[config.mk]
export PLATFORM = sky130hd
export DESIGN_NAME = multimode_ff_reg
export DESIGN_NICKNAME = d
export VERILOG_FILES = /design/src/rtl/multimode_ff_reg.sv
export SDC_FILE = /design/constraint.sdc
export NUM_CORES = 1
export LEC_CHECK = 0
export BUFFER_PORTS_ARGS = -buffer_cell sky130_fd_sc_hd__buf_2
export CAP_MARGIN = 0
export CORE_ASPECT_RATIO = 1.2
export CORE_MARGIN = 10
export CORE_UTILIZATION = 57
export CTS_BUF_LIST = sky130_fd_sc_hd__clkbuf_4 sky130_fd_sc_hd__clkbuf_8
export DETAILED_ROUTE_END_ITERATION = 10
export PLACE_DENSITY = 0.88
export SLEW_MARGIN = 5
export SYNTH_ARGS = -nofsm -noshare
export SYNTH_HDL_FRONTEND = slang
export SYNTH_SLANG_ARGS = --single-unit
[constraint.sdc]
create_clock -name clk -period 3.5 [get_ports clk]
set_input_delay 0.175 -clock clk [delete_from_list [all_inputs] [get_ports clk]]
set_output_delay 0.175 -clock clk [all_outputs]
set_load 0.05 [all_outputs]
[src/rtl/multimode_ff_reg.sv]
`default_nettype none
// ============================================================================
// multimode_ff_reg : WIDTH-bit bank of D/JK/T/SR flip-flops with count/shift
// Revision 1.0
// ============================================================================
module multimode_ff_reg #(
  parameter int               WIDTH       = 8,
  parameter logic [WIDTH-1:0] RESET_VALUE = '0
) (
  input  logic             clk,
  input  logic             rst_n,
  input  logic             en,
  input  logic [2:0]       mode,
  input  logic [WIDTH-1:0] a,
  input  logic [WIDTH-1:0] b,
  input  logic             ser_in,
  input  logic             err_clr,
  output logic [WIDTH-1:0] q,
  output logic [WIDTH-1:0] q_n,
  output logic             carry_out,
  output logic             ser_out,
  output logic             sr_err
);

  localparam logic [2:0] MODE_HOLD  = 3'b000;
  localparam logic [2:0] MODE_D     = 3'b001;
  localparam logic [2:0] MODE_JK    = 3'b010;
  localparam logic [2:0] MODE_T     = 3'b011;
  localparam logic [2:0] MODE_SR    = 3'b100;
  localparam logic [2:0] MODE_COUNT = 3'b101;
  localparam logic [2:0] MODE_SHL   = 3'b110;
  localparam logic [2:0] MODE_SHR   = 3'b111;

  logic [WIDTH-1:0] r_q;
  logic             r_carry;
  logic             r_ser;
  logic             r_err;

  // S=R=1 bits are excluded from both set and clear, so they hold.
  logic [WIDTH-1:0] w_sr_set;
  logic [WIDTH-1:0] w_sr_clr;
  logic             w_sr_illegal;

  assign w_sr_set     = a & ~b;
  assign w_sr_clr     = b & ~a;
  assign w_sr_illegal = en && (mode == MODE_SR) && ((a & b) != '0);

  always_ff @(posedge clk or negedge rst_n) begin
    if (!rst_n) begin
      r_q     <= RESET_VALUE;
      r_carry <= 1'b0;
      r_ser   <= 1'b0;
      r_err   <= 1'b0;
    end else begin
      r_carry <= 1'b0;
      if (en) begin
        case (mode)
          MODE_HOLD:  r_q <= r_q;
          MODE_D:     r_q <= a;
          MODE_JK:    r_q <= (a & ~r_q) | (~b & r_q);
          MODE_T:     r_q <= r_q ^ a;
          MODE_SR:    r_q <= (r_q & ~w_sr_clr) | w_sr_set;
          MODE_COUNT: begin
            r_q     <= r_q + 1'b1;
            r_carry <= &r_q;
          end
          MODE_SHL: begin
            r_q   <= {r_q[WIDTH-2:0], ser_in};
            r_ser <= r_q[WIDTH-1];
          end
          MODE_SHR: begin
            r_q   <= {ser_in, r_q[WIDTH-1:1]};
            r_ser <= r_q[0];
          end
          default:    r_q <= r_q;
        endcase
      end
      // Set takes priority over a simultaneous clear.
      r_err <= w_sr_illegal | (r_err & ~err_clr);
    end
  end

  assign q         = r_q;
  assign q_n       = ~r_q;
  assign carry_out = r_carry;
  assign ser_out   = r_ser;
  assign sr_err    = r_err;

endmodule
`default_nettype wire

**Yosys cells after proc, flatten, opt, wreduce, memory -nomap -nowiden**

Cells that the tools add are included.

- Output and inout bits: 19
- Bits in registers: 11
- Input bits: 24

- Mux-type cells: 4
- Equality and inequality tests: 7
- Bitwise operators: 17
- Add/sub/neg operators: 1
- Reductions and logical operators: 8

Operators by type and width:

| operator | number |
|---|---|
| 8-bit case mux with 7 select lines | 1 |
| 8-bit AND | 6 |
| 8-bit inverter | 4 |
| 8-bit OR | 2 |
| 3-bit equality test (second input constant) | 4 |
| 8-bit by 1-bit adder with 8-bit output (second input constant) | 1 |
| 8-bit AND reduction | 1 |
| 8-bit nonzero test | 1 |
| 8-bit bitwise XOR | 1 |
| 3-bit by 2-bit equality test with 1-bit output (second input constant) | 2 |
| 2-bit AND reduction | 2 |
| 3-bit by 1-bit equality test with 1-bit output (second input constant) | 1 |
| 3-bit logical NOT | 1 |
| 1-bit logical AND | 2 |
| 1-bit two-way mux | 2 |
| 1-bit inverter | 2 |
| 1-bit case mux with 2 select lines | 1 |
| 2-bit nonzero test | 1 |
| 1-bit AND | 1 |
| 1-bit OR | 1 |

**Depth between registers and ports, before layout**

- Depth in word-level cells: 6
- Mapped depth: 8

**Worst setup path after synthesis**

OpenSTA, ideal clock, no wires.

- Path kind: register to register
- Start: register r_q[5] (netlist: q[5])
- End: register r_q[6] (netlist: q[6])
- Arrival time: 1945 ps
- Buffers on the path: 0
- Setup slack: 1417 ps
- Cell stages (with the launch flop): 6
- Setup time: 138 ps
- Cells stage by stage: dfrtp_1 inv_2 or3_4 and3_4 o32ai_2 a221oi_2

- Word-level cells in the longest chain between the ends: 2

Ends and longest elaborated chain:

| element | RTL line | RTL |
|---|---|---|
| from (decl) | 34 | `logic [WIDTH-1:0] r_q;` |
| from (signal assigned) | 58 | `MODE_HOLD: r_q <= r_q;` |
| from (signal assigned) | 60 | `MODE_JK: r_q <= (a & ~r_q) \| (~b & r_q);` |
| from (signal assigned) | 61 | `MODE_T: r_q <= r_q ^ a;` |
| 8-bit by 1-bit adder with 8-bit output | 64 | `r_q <= r_q + 1'b1;` |
| 8-bit case mux with 7 select lines * | 57 | `case (mode)` |

Every way passes the cells marked *; elsewhere a longest branch is shown, timed or not.
A chain may end at the register's enable or synchronous reset.

**Final worst setup path**

- Start: register r_q[0] (netlist: q[0])
- End: register r_q[6] (netlist: q[6])

- Word-level cells in the longest chain between the ends: 2

Ends and longest elaborated chain:

| element | RTL line |
|---|---|
| 8-bit by 1-bit adder with 8-bit output | 64 |
| 8-bit case mux with 7 select lines | 57 |

No other way between the ends.

==> impl_metrics.tcl <==
set metrics [dict create \
    clkTransAtPathRegs_ns 0.09 \
    via_per_inst 6.58 \
    antenna_cells 0 \
    rsz0062_at_grt "no" \
    yosys_warnings 0 \
    fp.dieH_um 72.9 \
    numCtsBuffers 3 \
    tns_ns 0 \
    maxSlewHeadroom_pct 56.9 \
    cts_tree "built" \
    fmax_mhz 532 \
    drtIter0Drc 167 \
    worstSetupStartpointType "flop" \
    p_sw_uw 373 \
    endpoint_kind "flop" \
    die_x_um 64.1 \
    worstMarginPinSlew_ns 0.647 \
    hold_violations 0 \
    placed_area_um2 1490 \
    yosysSeqAreaShare_pct 20.7 \
    pre_cts_ws_ns 1.65 \
    synth.avg_cell_area_um2 7.42 \
    final_cells 240 \
    clockBufferDepth 2 \
    utilization_pct 67.9 \
    antenna_violating_nets_post_route 0 \
    crit_type "reg -> reg" \
    syn_nets 204 \
    maxCapViolCount 0 \
    antenna_found_initial 0 \
    routed_wl_um 4420 \
    synth.area.top_cells "dfrtp_1, mux2i_1, o21ai_0" \
    yosysTopAreaCell "dfrtp_1" \
    critPathMaxFanout 8 \
    multiInputGateArea_um2 921 \
    fillerInstances 196 \
    numPortBuffers 42 \
    power.density_nw_per_um2 448 \
    seqCellArea_um2 275 \
    gr-total-overflow 0 \
    ioPinCount 43 \
    rows 19 \
    core_um2 2260 \
    layout-drive-gt1-share_pct 27.8 \
    synthArstFlopShare_pct 100 \
    die-area_um2 4670 \
    htree_levels 1 \
    grt_max_degree 34 \
    p_comb_share_pct 56.6 \
    min_path_type "in -> reg" \
    cp.required_ns 3.65 \
    seqPwrFrac_pct 28.4 \
    num_vias 1578 \
    ir_drop_uv 285 \
    whs_path_depth 2 \
    period_share_pct 53.7 \
    grt_pass1_vias 1524 \
    area_growth_pct 15.4 \
    final_max_slew_viol_count 0 \
    drtPass1Iterations 5 \
    final_cell_mix "buf_2, o21ai_0, nand2_1" \
    synth_enable_flop_cells 0 \
    p_int_uw 314 \
    period_minus_slack_ns 1.88 \
    arrival_ns 2.03 \
    power_leakage_nw 0.667 \
    hpwl_um 3240 \
    min-delay-start "err_clr" \
    r2r_cells 6 \
    initial_utilization_pct 58.8 \
    r2r_end "q[6]" \
    synthCells 179 \
    cts_sinks 11 \
    finalSetupViolCount 0 \
    fin_ws_ns 1.62 \
    place.gp.congestion 0.937 \
    final_cell_area_um2 1530 \
    grt_usage_pct 18.3 \
    synthFlopType "dfrtp_1" \
    drc 0 \
    insertion_delay_ns 0.28 \
    synth_area_um2 1330 \
    grt_pass1_wl_um 7110 \
    whs_ns 0.0731 \
    r2r_start "q[0]" \
    nets 235 \
    clock-root-buffer "clkbuf_4" \
    ys_ff_latch 11 \
    routedWlPerCell_um 18.4 \
    status "completed" \
    clock_skew_ns 0.00677 \
    pwr-share-clk_pct 15.0 \
    switching_share_pct 54.3 \
    total_power_uw 688 \
    r2r_slack_ns 1.62 \
    postCtsSetupBuffers 0 \
    yosysTopAreaCellShare_pct 20.7 \
    synth_cell_types 51 \
    min_to "sr_err" \
    layout_commonest_cell "buf_2" \
    post-place-cells 235 \
]
==> synth_stat cells, types with 2 or more instances <==
| master | count |
|---|---|
| o21ai_1 | 4 |
| mux2i_1 | 9 |
| inv_1 | 11 |
| nand3b_1 | 2 |
| o21ai_0 | 14 |
| o32a_1 | 2 |
| a22oi_1 | 5 |
| a21oi_1 | 8 |
| nor2b_1 | 2 |
| o221ai_1 | 2 |
| nor3_1 | 5 |
| o32ai_1 | 2 |
| a2111oi_0 | 2 |
| xnor2_1 | 3 |
| nand2_1 | 14 |
| inv_2 | 2 |
| a211oi_1 | 3 |
| nand2b_1 | 4 |
| o21a_1 | 2 |
| clkbuf_1 | 3 |
| maj3_1 | 3 |
| o22ai_1 | 6 |
| buf_2 | 13 |
| nor2_1 | 11 |
| a31oi_1 | 3 |
| dfrtp_1 | 11 |
| nand3_1 | 8 |
| mux2_2 | 2 |
==> critical path, stage by stage, from the launching register on <==
cell      delay, ns
dfrtp_1        0.52
ha_1           0.27
nand2_1        0.07
or3_4          0.36
and3_4         0.19
o32ai_2        0.27
a221oi_2       0.09
==> registers in the layout, summed over array words and instances, names as in the netlist <==
name and flops:
sr_err 1, ser_out 1, q 8, carry_out 1
==> power by group through the flow <==
stage / logic [mW] / registers, mW / clock network (mW)
floorplan: 0.241 / 0.246 / 0
global placement: 0.378 / 0.193 / 0
detailed placement: 0.385 / 0.196 / 0
CTS: 0.387 / 0.193 / 0.102
global route: 0.414 / 0.200 / 0.110
finish: 0.389 / 0.195 / 0.103
==> how the worst max path moves through the flow <==
| stage | startpoint | endpoint | slack [ns] | depth (start not counted) |
|---|---|---|---|---|
| 2_1_floorplan | q[5] | q[6] | 1.42 | 5 |
| 4_1_cts | q[0] | q[6] | 1.64 | 6 |
| 3_5_place_dp | q[0] | q[6] | 1.65 | 6 |
| 5_1_grt | q[0] | q[6] | 1.53 | 6 |
| 6_report | q[0] | q[6] | 1.62 | 6 |
| 3_3_place_gp | q[0] | q[6] | 1.73 | 6 |
==> metal layers <==
metal | vias up | part of all wire [%] | track usage [%] | routed length (µm)
met1 | 730 | 40 | 21.7 | 1760
met2 | 114 | 49 | 30.8 | 2180
met5 | - | 0 | 0 | 0
met4 | 0 | 1.3 | 8.76 | 58
li1 | 726 | - | - | -
met3 | 8 | 9.5 | 3.69 | 421
==> timing repair <==
action	4_1_cts	5_1_grt
hold buffers	1	0
resized for setup	0	0
hold endpoints to repair	11	0
==> layout make-up <==
cell class	instances	area share, %
Multi-Input combinational cell	138	60.0
Sequential cell	11	17.9
Timing Repair Buffer	43	14.4
Inverter	13	3.18
Tap cell	31	2.53
Clock buffer	4	1.96
==> cells by family after synthesis <==
group / count (synthesis) / share of synthesized area, %
compound gates: 61 / 31.5
xor+xnor: 3 / 1.98
fa+ha+maj: 4 / 3.20
buf+inv: 30 / 9.98
flops: 11 / 20.7
mux: 12 / 9.32
simple gates: 58 / 23.4
Power figures use the tool's default switching activity.
